**src/rtl/sram_link_pkg.sv**
```systemverilog
`default_nettype none
// =============================================================================
// sram_link_pkg : link constants, state encoding and command byte layout shared
//                 by the SRAM command initiator and the SRAM controller.
// Revision      : 1.0
// =============================================================================
package sram_link_pkg;

   localparam int ADDR_W     = 5;
   localparam int READ_BIT   = 5;
   localparam int WORD_BYTES = 4;
   localparam int DATA_W     = 8 * WORD_BYTES;

   typedef enum logic [2:0] {
      ST_IDLE  = 3'd0,
      ST_CMD   = 3'd1,
      ST_WDATA = 3'd2,
      ST_RDATA = 3'd3,
      ST_DONE  = 3'd4
   } link_state_e;

   // Command byte: bits 7:6 reserved zero, READ_BIT set for reads, low bits address.
   function automatic logic [7:0] build_cmd(input logic we, input logic [ADDR_W-1:0] addr);
      logic [7:0] cmd;
      cmd                = '0;
      cmd[ADDR_W-1:0]    = addr;
      cmd[READ_BIT]      = ~we;
      return cmd;
   endfunction

   function automatic logic [7:0] word_byte(input logic [DATA_W-1:0] word, input logic [1:0] idx);
      return word[{idx, 3'b000} +: 8];
   endfunction

endpackage
`default_nettype wire

```
**src/rtl/sram_link_timer.sv**
```systemverilog
`default_nettype none
// =============================================================================
// sram_link_timer : per-handshake wait counter; expired flags the last
//                   allowed cycle of a wait of TIMEOUT_CYCLES cycles.
// Revision        : 1.0
// =============================================================================
module sram_link_timer #(
   parameter int TIMEOUT_CYCLES = 255
) (
   input  logic clk,
   input  logic rst_n,
   input  logic clear,
   input  logic run,
   output logic expired
);
   localparam int CNT_W = (TIMEOUT_CYCLES > 1) ? $clog2(TIMEOUT_CYCLES) : 1;
   localparam logic [CNT_W-1:0] c_limit = CNT_W'(TIMEOUT_CYCLES - 1);

   logic [CNT_W-1:0] r_count;

   assign expired = run && (r_count == c_limit);

   always_ff @(posedge clk or negedge rst_n) begin
      if (!rst_n) begin
         r_count <= '0;
      end else if (clear) begin
         r_count <= '0;
      end else if (run && !expired) begin
         r_count <= r_count + 1'b1;
      end
   end

endmodule
`default_nettype wire

```
**src/rtl/sram_cmd_initiator.sv**
```systemverilog
`default_nettype none
// =============================================================================
// sram_cmd_initiator : turns word read/write requests into byte-serial command,
//                      write-data and read-response traffic on the SRAM link.
// Revision           : 1.0
// =============================================================================
module sram_cmd_initiator
   import sram_link_pkg::*;
#(
   parameter int TIMEOUT_CYCLES = 255
) (
   input  logic              clk,
   input  logic              rst_n,
   input  logic              req_valid,
   output logic              req_ready,
   input  logic              req_we,
   input  logic [ADDR_W-1:0] req_addr,
   input  logic [DATA_W-1:0] req_wdata,
   output logic              done,
   output logic              done_err,
   output logic [DATA_W-1:0] rdata,
   output logic [7:0]        cmd_data,
   output logic              cmd_valid,
   input  logic              cmd_ready,
   input  logic [7:0]        rsp_data,
   input  logic              rsp_valid,
   output logic              rsp_ready,
   output logic              busy
);
   localparam logic [1:0] c_last_byte = 2'(WORD_BYTES - 1);

   link_state_e       r_state;
   logic              r_we;
   logic [DATA_W-1:0] r_wdata;
   logic [1:0]        r_byte_cnt;
   logic [DATA_W-9:0] r_rd_word;

   logic w_active;
   logic w_cmd_accept;
   logic w_rsp_accept;
   logic w_timeout;

   assign w_active     = (r_state == ST_CMD) || (r_state == ST_WDATA) || (r_state == ST_RDATA);
   assign w_cmd_accept = ((r_state == ST_CMD) || (r_state == ST_WDATA)) && cmd_valid && cmd_ready;
   assign w_rsp_accept = (r_state == ST_RDATA) && rsp_valid && rsp_ready;

   // Cleared outside the link states, so every state entry starts a fresh wait.
   sram_link_timer #(
      .TIMEOUT_CYCLES (TIMEOUT_CYCLES)
   ) u_timer (
      .clk     (clk),
      .rst_n   (rst_n),
      .clear   (!w_active || w_cmd_accept || w_rsp_accept),
      .run     (w_active),
      .expired (w_timeout)
   );

   always_ff @(posedge clk or negedge rst_n) begin
      if (!rst_n) begin
         r_state    <= ST_IDLE;
         req_ready  <= 1'b1;
         busy       <= 1'b0;
         cmd_valid  <= 1'b0;
         cmd_data   <= '0;
         rsp_ready  <= 1'b0;
         done       <= 1'b0;
         done_err   <= 1'b0;
         rdata      <= '0;
         r_we       <= 1'b0;
         r_wdata    <= '0;
         r_byte_cnt <= '0;
         r_rd_word  <= '0;
      end else begin
         done     <= 1'b0;
         done_err <= 1'b0;
         case (r_state)
            ST_IDLE: begin
               if (req_valid && req_ready) begin
                  r_we       <= req_we;
                  r_wdata    <= req_wdata;
                  cmd_data   <= build_cmd(req_we, req_addr);
                  cmd_valid  <= 1'b1;
                  req_ready  <= 1'b0;
                  busy       <= 1'b1;
                  r_byte_cnt <= '0;
                  r_state    <= ST_CMD;
               end
            end
            ST_CMD: begin
               if (w_cmd_accept) begin
                  if (r_we) begin
                     cmd_data <= word_byte(r_wdata, 2'd0);
                     r_state  <= ST_WDATA;
                  end else begin
                     cmd_valid <= 1'b0;
                     rsp_ready <= 1'b1;
                     r_state   <= ST_RDATA;
                  end
               end else if (w_timeout) begin
                  cmd_valid <= 1'b0;
                  done      <= 1'b1;
                  done_err  <= 1'b1;
                  r_state   <= ST_DONE;
               end
            end
            ST_WDATA: begin
               if (w_cmd_accept) begin
                  r_byte_cnt <= r_byte_cnt + 2'd1;
                  if (r_byte_cnt == c_last_byte) begin
                     cmd_valid <= 1'b0;
                     done      <= 1'b1;
                     r_state   <= ST_DONE;
                  end else begin
                     cmd_data <= word_byte(r_wdata, r_byte_cnt + 2'd1);
                  end
               end else if (w_timeout) begin
                  cmd_valid <= 1'b0;
                  done      <= 1'b1;
                  done_err  <= 1'b1;
                  r_state   <= ST_DONE;
               end
            end
            ST_RDATA: begin
               if (w_rsp_accept) begin
                  r_byte_cnt <= r_byte_cnt + 2'd1;
                  // Bytes shift in from the top so the first one ends up lowest.
                  if (r_byte_cnt == c_last_byte) begin
                     rdata     <= {rsp_data, r_rd_word};
                     rsp_ready <= 1'b0;
                     done      <= 1'b1;
                     r_state   <= ST_DONE;
                  end else begin
                     r_rd_word <= {rsp_data, r_rd_word[DATA_W-9:8]};
                  end
               end else if (w_timeout) begin
                  rsp_ready <= 1'b0;
                  done      <= 1'b1;
                  done_err  <= 1'b1;
                  r_state   <= ST_DONE;
               end
            end
            ST_DONE: begin
               req_ready  <= 1'b1;
               busy       <= 1'b0;
               r_byte_cnt <= '0;
               r_state    <= ST_IDLE;
            end
            default: begin
               req_ready  <= 1'b1;
               busy       <= 1'b0;
               cmd_valid  <= 1'b0;
               rsp_ready  <= 1'b0;
               r_byte_cnt <= '0;
               r_state    <= ST_IDLE;
            end
         endcase
      end
   end

endmodule
`default_nettype wire

```
**config.mk**
```make
export PLATFORM = sky130hd
export DESIGN_NAME = sram_cmd_initiator
export DESIGN_NICKNAME = d
export VERILOG_FILES = /design/src/rtl/sram_link_pkg.sv /design/src/rtl/sram_link_timer.sv /design/src/rtl/sram_cmd_initiator.sv
export SDC_FILE = /design/constraint.sdc
export NUM_CORES = 1
export LEC_CHECK = 0
export CAP_MARGIN = 0
export CORE_UTILIZATION = 52
export CTS_CLUSTER_SIZE = 8
export DETAILED_ROUTE_END_ITERATION = 6
export PLACE_DENSITY = 0.87
export REMOVE_ABC_BUFFERS = 1
export SLEW_MARGIN = 10
export SYNTH_ARGS = -nofsm -noshare
export SYNTH_HDL_FRONTEND = slang
export SYNTH_SLANG_ARGS = --single-unit
```
**constraint.sdc**
```tcl
create_clock -name clk -period 2.54 [get_ports clk]
set_input_delay 0.508 -clock clk [delete_from_list [all_inputs] [get_ports clk]]
set_output_delay 0.508 -clock clk [all_outputs]
set_load 0.05 [all_outputs]
```
-- Word-level counts from Yosys, hierarchy flattened
Index checks and enable logic that the tools add are counted.
- add/subtract/negate cells: 2
- shift-type cells: 1
- multiplexer cells: 43
- bitwise operators: 6
- eq/ne operators: 17
- reductions and logical operators: 28
- operators with widths (cell ; number):
    2-to-1 mux 8 bit ; 7
    indexed part select 32 x 6 -> 8 bit ; 1
    case mux 8 bit (3 select lines) ; 1
    2-to-1 mux 1 bit ; 18
    2-to-1 mux 3 bit ; 6
    inequality test 2 bit, second input constant ; 7
    case mux 3 bit (4 select lines) ; 1
    inequality test 3 x 2 -> 1 bit, second input constant ; 3
    adder 8 x 1 -> 8 bit, second input constant ; 1
    equality test 8 bit, second input constant ; 1
    case mux 2 bit (4 select lines) ; 1
    AND reduction 4 bit ; 2
    logical AND 1 bit ; 7
    equality test 3 x 2 -> 1 bit, second input constant ; 2
    2-to-1 mux 2 bit ; 3
    NOT 1 bit ; 6
    case mux 1 bit (2 select lines) ; 3
    case mux 1 bit (3 select lines) ; 2
    AND reduction 3 bit ; 2
    AND reduction 6 bit ; 1
    OR reduction 3 bit ; 2
    AND reduction 5 bit ; 1
    logical OR 1 bit ; 4
    case mux 1 bit (4 select lines) ; 1
    11 further kinds ; 14
- logic and storage cells: 111
- register bits after elaboration: 116
- output and inout port bits: 46
- input port bits: 51

-- Depth between registers and ports, before layout
- depth after elaboration: 8
- depth in mapped cells: 7
- gate-level depth less buffers: 6

-- By module
A second synthesis with hierarchy kept.
- cell total of the unflattened synthesis: 374
- area, all modules: 5272.6 µm²
- modules (own cells, without submodules) (module ; cells an instance ; seq. area each (µm²) ; area an instance (µm²) ; instances):
    sram_cmd_initiator ; 327 ; 2703.8 ; 4773.3 ; 1
    sram_link_timer ; 47 ; 200.2 ; 499.2 ; 1

-- Worst setup path before layout
Ideal clock, no wire load.
- path kind: register -> register
- start: register req_ready
- end: register r_wdata[10]
- stages on the path, launching flop included: 5
- data arrival time: 1.873 ns
- path slack: 0.542 ns
- clock period less this slack: 1.998 ns
- library setup time: 0.125 ns
- required time: 2.415 ns
- path buffers: 1
- cells stage by stage: dfstp_2 -> nand2_1 -> nor4_4 -> buf_6 -> mux2_2
- longest elaborated chain between the ends: 2
- ends and longest elaborated chain (what ; line ; source):
    start: declaration ; sram_cmd_initiator.sv:15 ; output logic req_ready,
    start signal: assignment ; sram_cmd_initiator.sv:61 ; req_ready <= 1'b1;
    start signal: assignment ; sram_cmd_initiator.sv:83 ; req_ready <= 1'b0;
    start signal: assignment ; sram_cmd_initiator.sv:143 ; req_ready <= 1'b1;
    logical AND 1 bit ; sram_cmd_initiator.sv:78 ; if (req_valid && req_ready) begin
    AND reduction 2 bit (no source line) ; -- ;
    end signal: assignment ; sram_cmd_initiator.sv:80 ; r_wdata <= req_wdata;
    end: declaration ; sram_cmd_initiator.sv:34 ; logic [DATA_W-1:0] r_wdata;
Every way passes these cells.
A chain may end at the register's enable or synchronous reset.

-- Final worst setup path
- start: register req_ready
- end: output req_ready
No word-level cell between the ends.

==> results.json <==
{
  "report.final.setup_viol": 0,
  "insertedDiodeCount": 0,
  "combPwrFrac": 0.325,
  "crit_required_ns": 2.03,
  "hpwl_mm": 7.71,
  "status": "finished, final reports clean",
  "holdCritPathClass": "reg2reg",
  "ioPinCount": 97,
  "drtIter0Drc": 201,
  "layout-drive-gt1-share": 0.323,
  "ys_async_sr_fraction": 1.00,
  "core_mm2": 0.00973,
  "clock_path_buffers": 2,
  "wirelength_mm": 11.9,
  "max_slew_margin": 0.565,
  "layout.cells.non_filler": 631,
  "netlist_area_mm2": 0.00520,
  "synthCells": 378,
  "ant_nets": 0,
  "ys_ff_latch": 116,
  "period_needed_ns": 2.37,
  "final_max_slew_viol_count": 0,
  "p_int_mw": 4.89,
  "dieArea_mm2": 0.0104,
  "max_freq_ghz": 0.423,
  "drtPass1Iterations": 5,
  "vias": 3586,
  "area_delta_synth_final_pct": 32.9,
  "port_buffers": 96,
  "skew_ns": 0.00714,
  "crit_path_cell_trace": "clkdlybuf4s50_1",
  "cellPowerDensity_mw_per_mm2": 1090,
  "numPlacedInstances": 598,
  "worst-path-buf-inv": 1,
  "cts-buffers-inserted": 17,
  "p_sw_mw": 2.62,
  "clk_latency_ns": 0.53,
  "grt_usage": 0.248,
  "drv_cap": 0,
  "p_leak_nw": 3.09,
  "ys_seq_area_frac": 0.558,
  "hold_viol": 0,
  "whs_ns": 0.482,
  "die_h_um": 102,
  "vdd.ir_drop.worst_mv": 0.671,
  "grt_max_degree": 49,
  "cts_tree": "built",
  "layout.nets": 539,
  "critical_path_class": "reg2out",
  "cp_data_arrival_time_ns": 1.86,
  "die_width_um": 102,
  "post_cts_buffers": 0,
  "drc": 0,
  "overflow": 0,
  "grt_first_pass_wirelength_mm": 19.1,
  "power_frac_clock": 0.311,
  "synth_edf_count": 0,
  "wl_per_cell_um": 18.9,
  "grt_pass1_vias": 3813,
  "post-route-period-util": 0.932,
  "avgSynthCellArea_um2": 13.8,
  "start_kind": "register",
  "cts.sinks": 116,
  "place_congestion": 0.822,
  "seq_power_share": 0.364,
  "root_buffer": "clkbuf_8",
  "cpMaxStageDelayCell": "clkdlybuf4s50_1",
  "synth_cell_type_count": 57,
  "p_sw_frac": 0.349,
  "initial_core_util": 0.535,
  "worstMarginPinSlew_ns": 0.653,
  "rsz0062_at_grt": "no",
  "rows": 36,
  "synthFlopType": "dfrtp_1",
  "cp_top_family": "buffers and inverters",
  "cpPeakStageDelay_ns": 0.80,
  "cts_hold_buffers": 1,
  "synth.yosys.warnings": 0,
  "cts_resized": 0,
  "fin_total_pwr_mw": 7.51,
  "cp_max_fo": 3,
  "cp-end-kind": "output pin",
  "cts_htree_levels": 4,
  "vias_per_cell": 5.68,
  "antenna_found_initial": 0,
  "clk_pin_slew_ns": 0.06
}
-- routing by layer --
metal	track usage	wire length, µm	vias up
met2	0.424	6300	106
met3	0.0534	414	37
met1	0.299	4860	1839
li1	-	-	1604
met4	0.119	350	0
met5	0	0	-
-- state kept, by name (all words and copies together) (netlist names) --
signal,count
r_wdata,32
rdata,32
r_rd_word,24
cmd_data,8
u_timer.r_count,8
r_state,3
r_byte_cnt,2
busy,1
cmd_valid,1
done,1
done_err,1
r_we,1
req_ready,1
rsp_ready,1
-- cell families (layout without fill, tap and decap cells) --
family                   Yosys count  in the layout  share of synthesized area
AO/OA/AOI/OAI                     56             56                     0.0758
buffers and inverters             29            149                     0.0339
adder cells (fa/ha/maj)            3              3                    0.00722
AND/OR/NAND/NOR                   54             54                     0.0649
multiplexers                     117            117                      0.255
flip-flops                       116            116                      0.558
XOR/XNOR                           3              3                    0.00505
-- cells in the final DEF (no fill, tap or decap), types with 3 or more instances in the layout --
master / count
inv_1: 6
mux2_1: 4
mux2i_1: 11
mux2_2: 100
a31oi_1: 3
nor3_1: 3
ha_1: 3
buf_4: 12
dfrtp_1: 115
nand2_1: 9
inv_6: 7
clkinv_4: 3
and2_1: 3
a221oi_1: 6
nand3_1: 4
o22ai_1: 6
nand2b_1: 3
nor2_1: 15
o21ai_0: 9
clkbuf_16: 16
clkdlybuf4s50_1: 95
a21oi_1: 11
buf_12: 3
-- cell usage after synthesis (2+ instances only) --
cell type,count,area share
dfrtp_1,115,0.55
mux2_2,100,0.22
nor2_1,15,0.011
buf_2,12,0.012
a21oi_1,11,0.011
mux2i_1,11,0.021
nand2_1,9,0.0065
o21ai_0,9,0.0087
a221oi_1,6,0.010
buf_6,6,0.013
inv_1,6,0.0043
o22ai_1,6,0.0072
mux2_1,4,0.0087
nand3_1,4,0.0038
a31oi_1,3,0.0036
and2_1,3,0.0036
clkbuf_1,3,0.0022
ha_1,3,0.0072
nand2b_1,3,0.0036
nor3_1,3,0.0029
a21o_1,2,0.0029
a22o_1,2,0.0034
a31o_2,2,0.0034
and3b_1,2,0.0034
buf_4,2,0.0029
mux4_2,2,0.0087
o211ai_1,2,0.0029
or3_1,2,0.0024
xnor2_1,2,0.0034
-- cell type report --
class,count,area [µm²]
timing repair buffer,111,1110
tap,133,166
fill,660,2820
multi-input combinational,233,2130
clock inverter,15,168
inverter,6,22.5
clock buffer,17,414
sequential,116,2900
-- tightest hold or removal path: cells and delay by family (launching register included) --
kind,cells,cell delay (ns)
AOI/OAI and AO/OA,1,0.06
buffers and inverters,1,0.04
DFF,1,0.37
-- power groups by stage --
stage               Combinational [mW]  Sequential (mW)  Clock [mW]
detailed placement                2.37             2.74           0
global placement                  2.26             2.71           0
floorplan                         1.29             3.00           0
finish                            2.44             2.74        2.33
global route                      2.61             2.79        2.44
CTS                               2.45             2.72        2.36
-- metrics by stage --
stage	utilization	TNS, ns	instance area (µm²)	setup WS, ns
4_1_cts	0.711	0	6910	0.163
3_5_place_dp	0.650	0	6320	0.322
2_1_floorplan	-	-12.98	5050	-0.318
3_3_place_gp	0.650	0	6320	0.402
5_1_grt	0.711	0	6910	0.137
6_report	0.711	0	6910	0.174
-- path summary, 6_finish.rpt --
path                          startpoint             to  cells after the start  slack, ns
hold / removal                 req_ready      req_ready                      2       0.48
hold reg to reg                req_ready      req_ready                      2       0.48
setup / recovery               req_ready      req_ready                      1       0.17
setup reg to reg           r_byte_cnt[0]    cmd_data[2]                      6       0.31
min in group asynchronous          rst_n   r_rd_word[2]                      2       0.50
max in group asynchronous          rst_n  r_byte_cnt[0]                      3       1.24
Note: power is estimated with default switching activity, not from simulation.
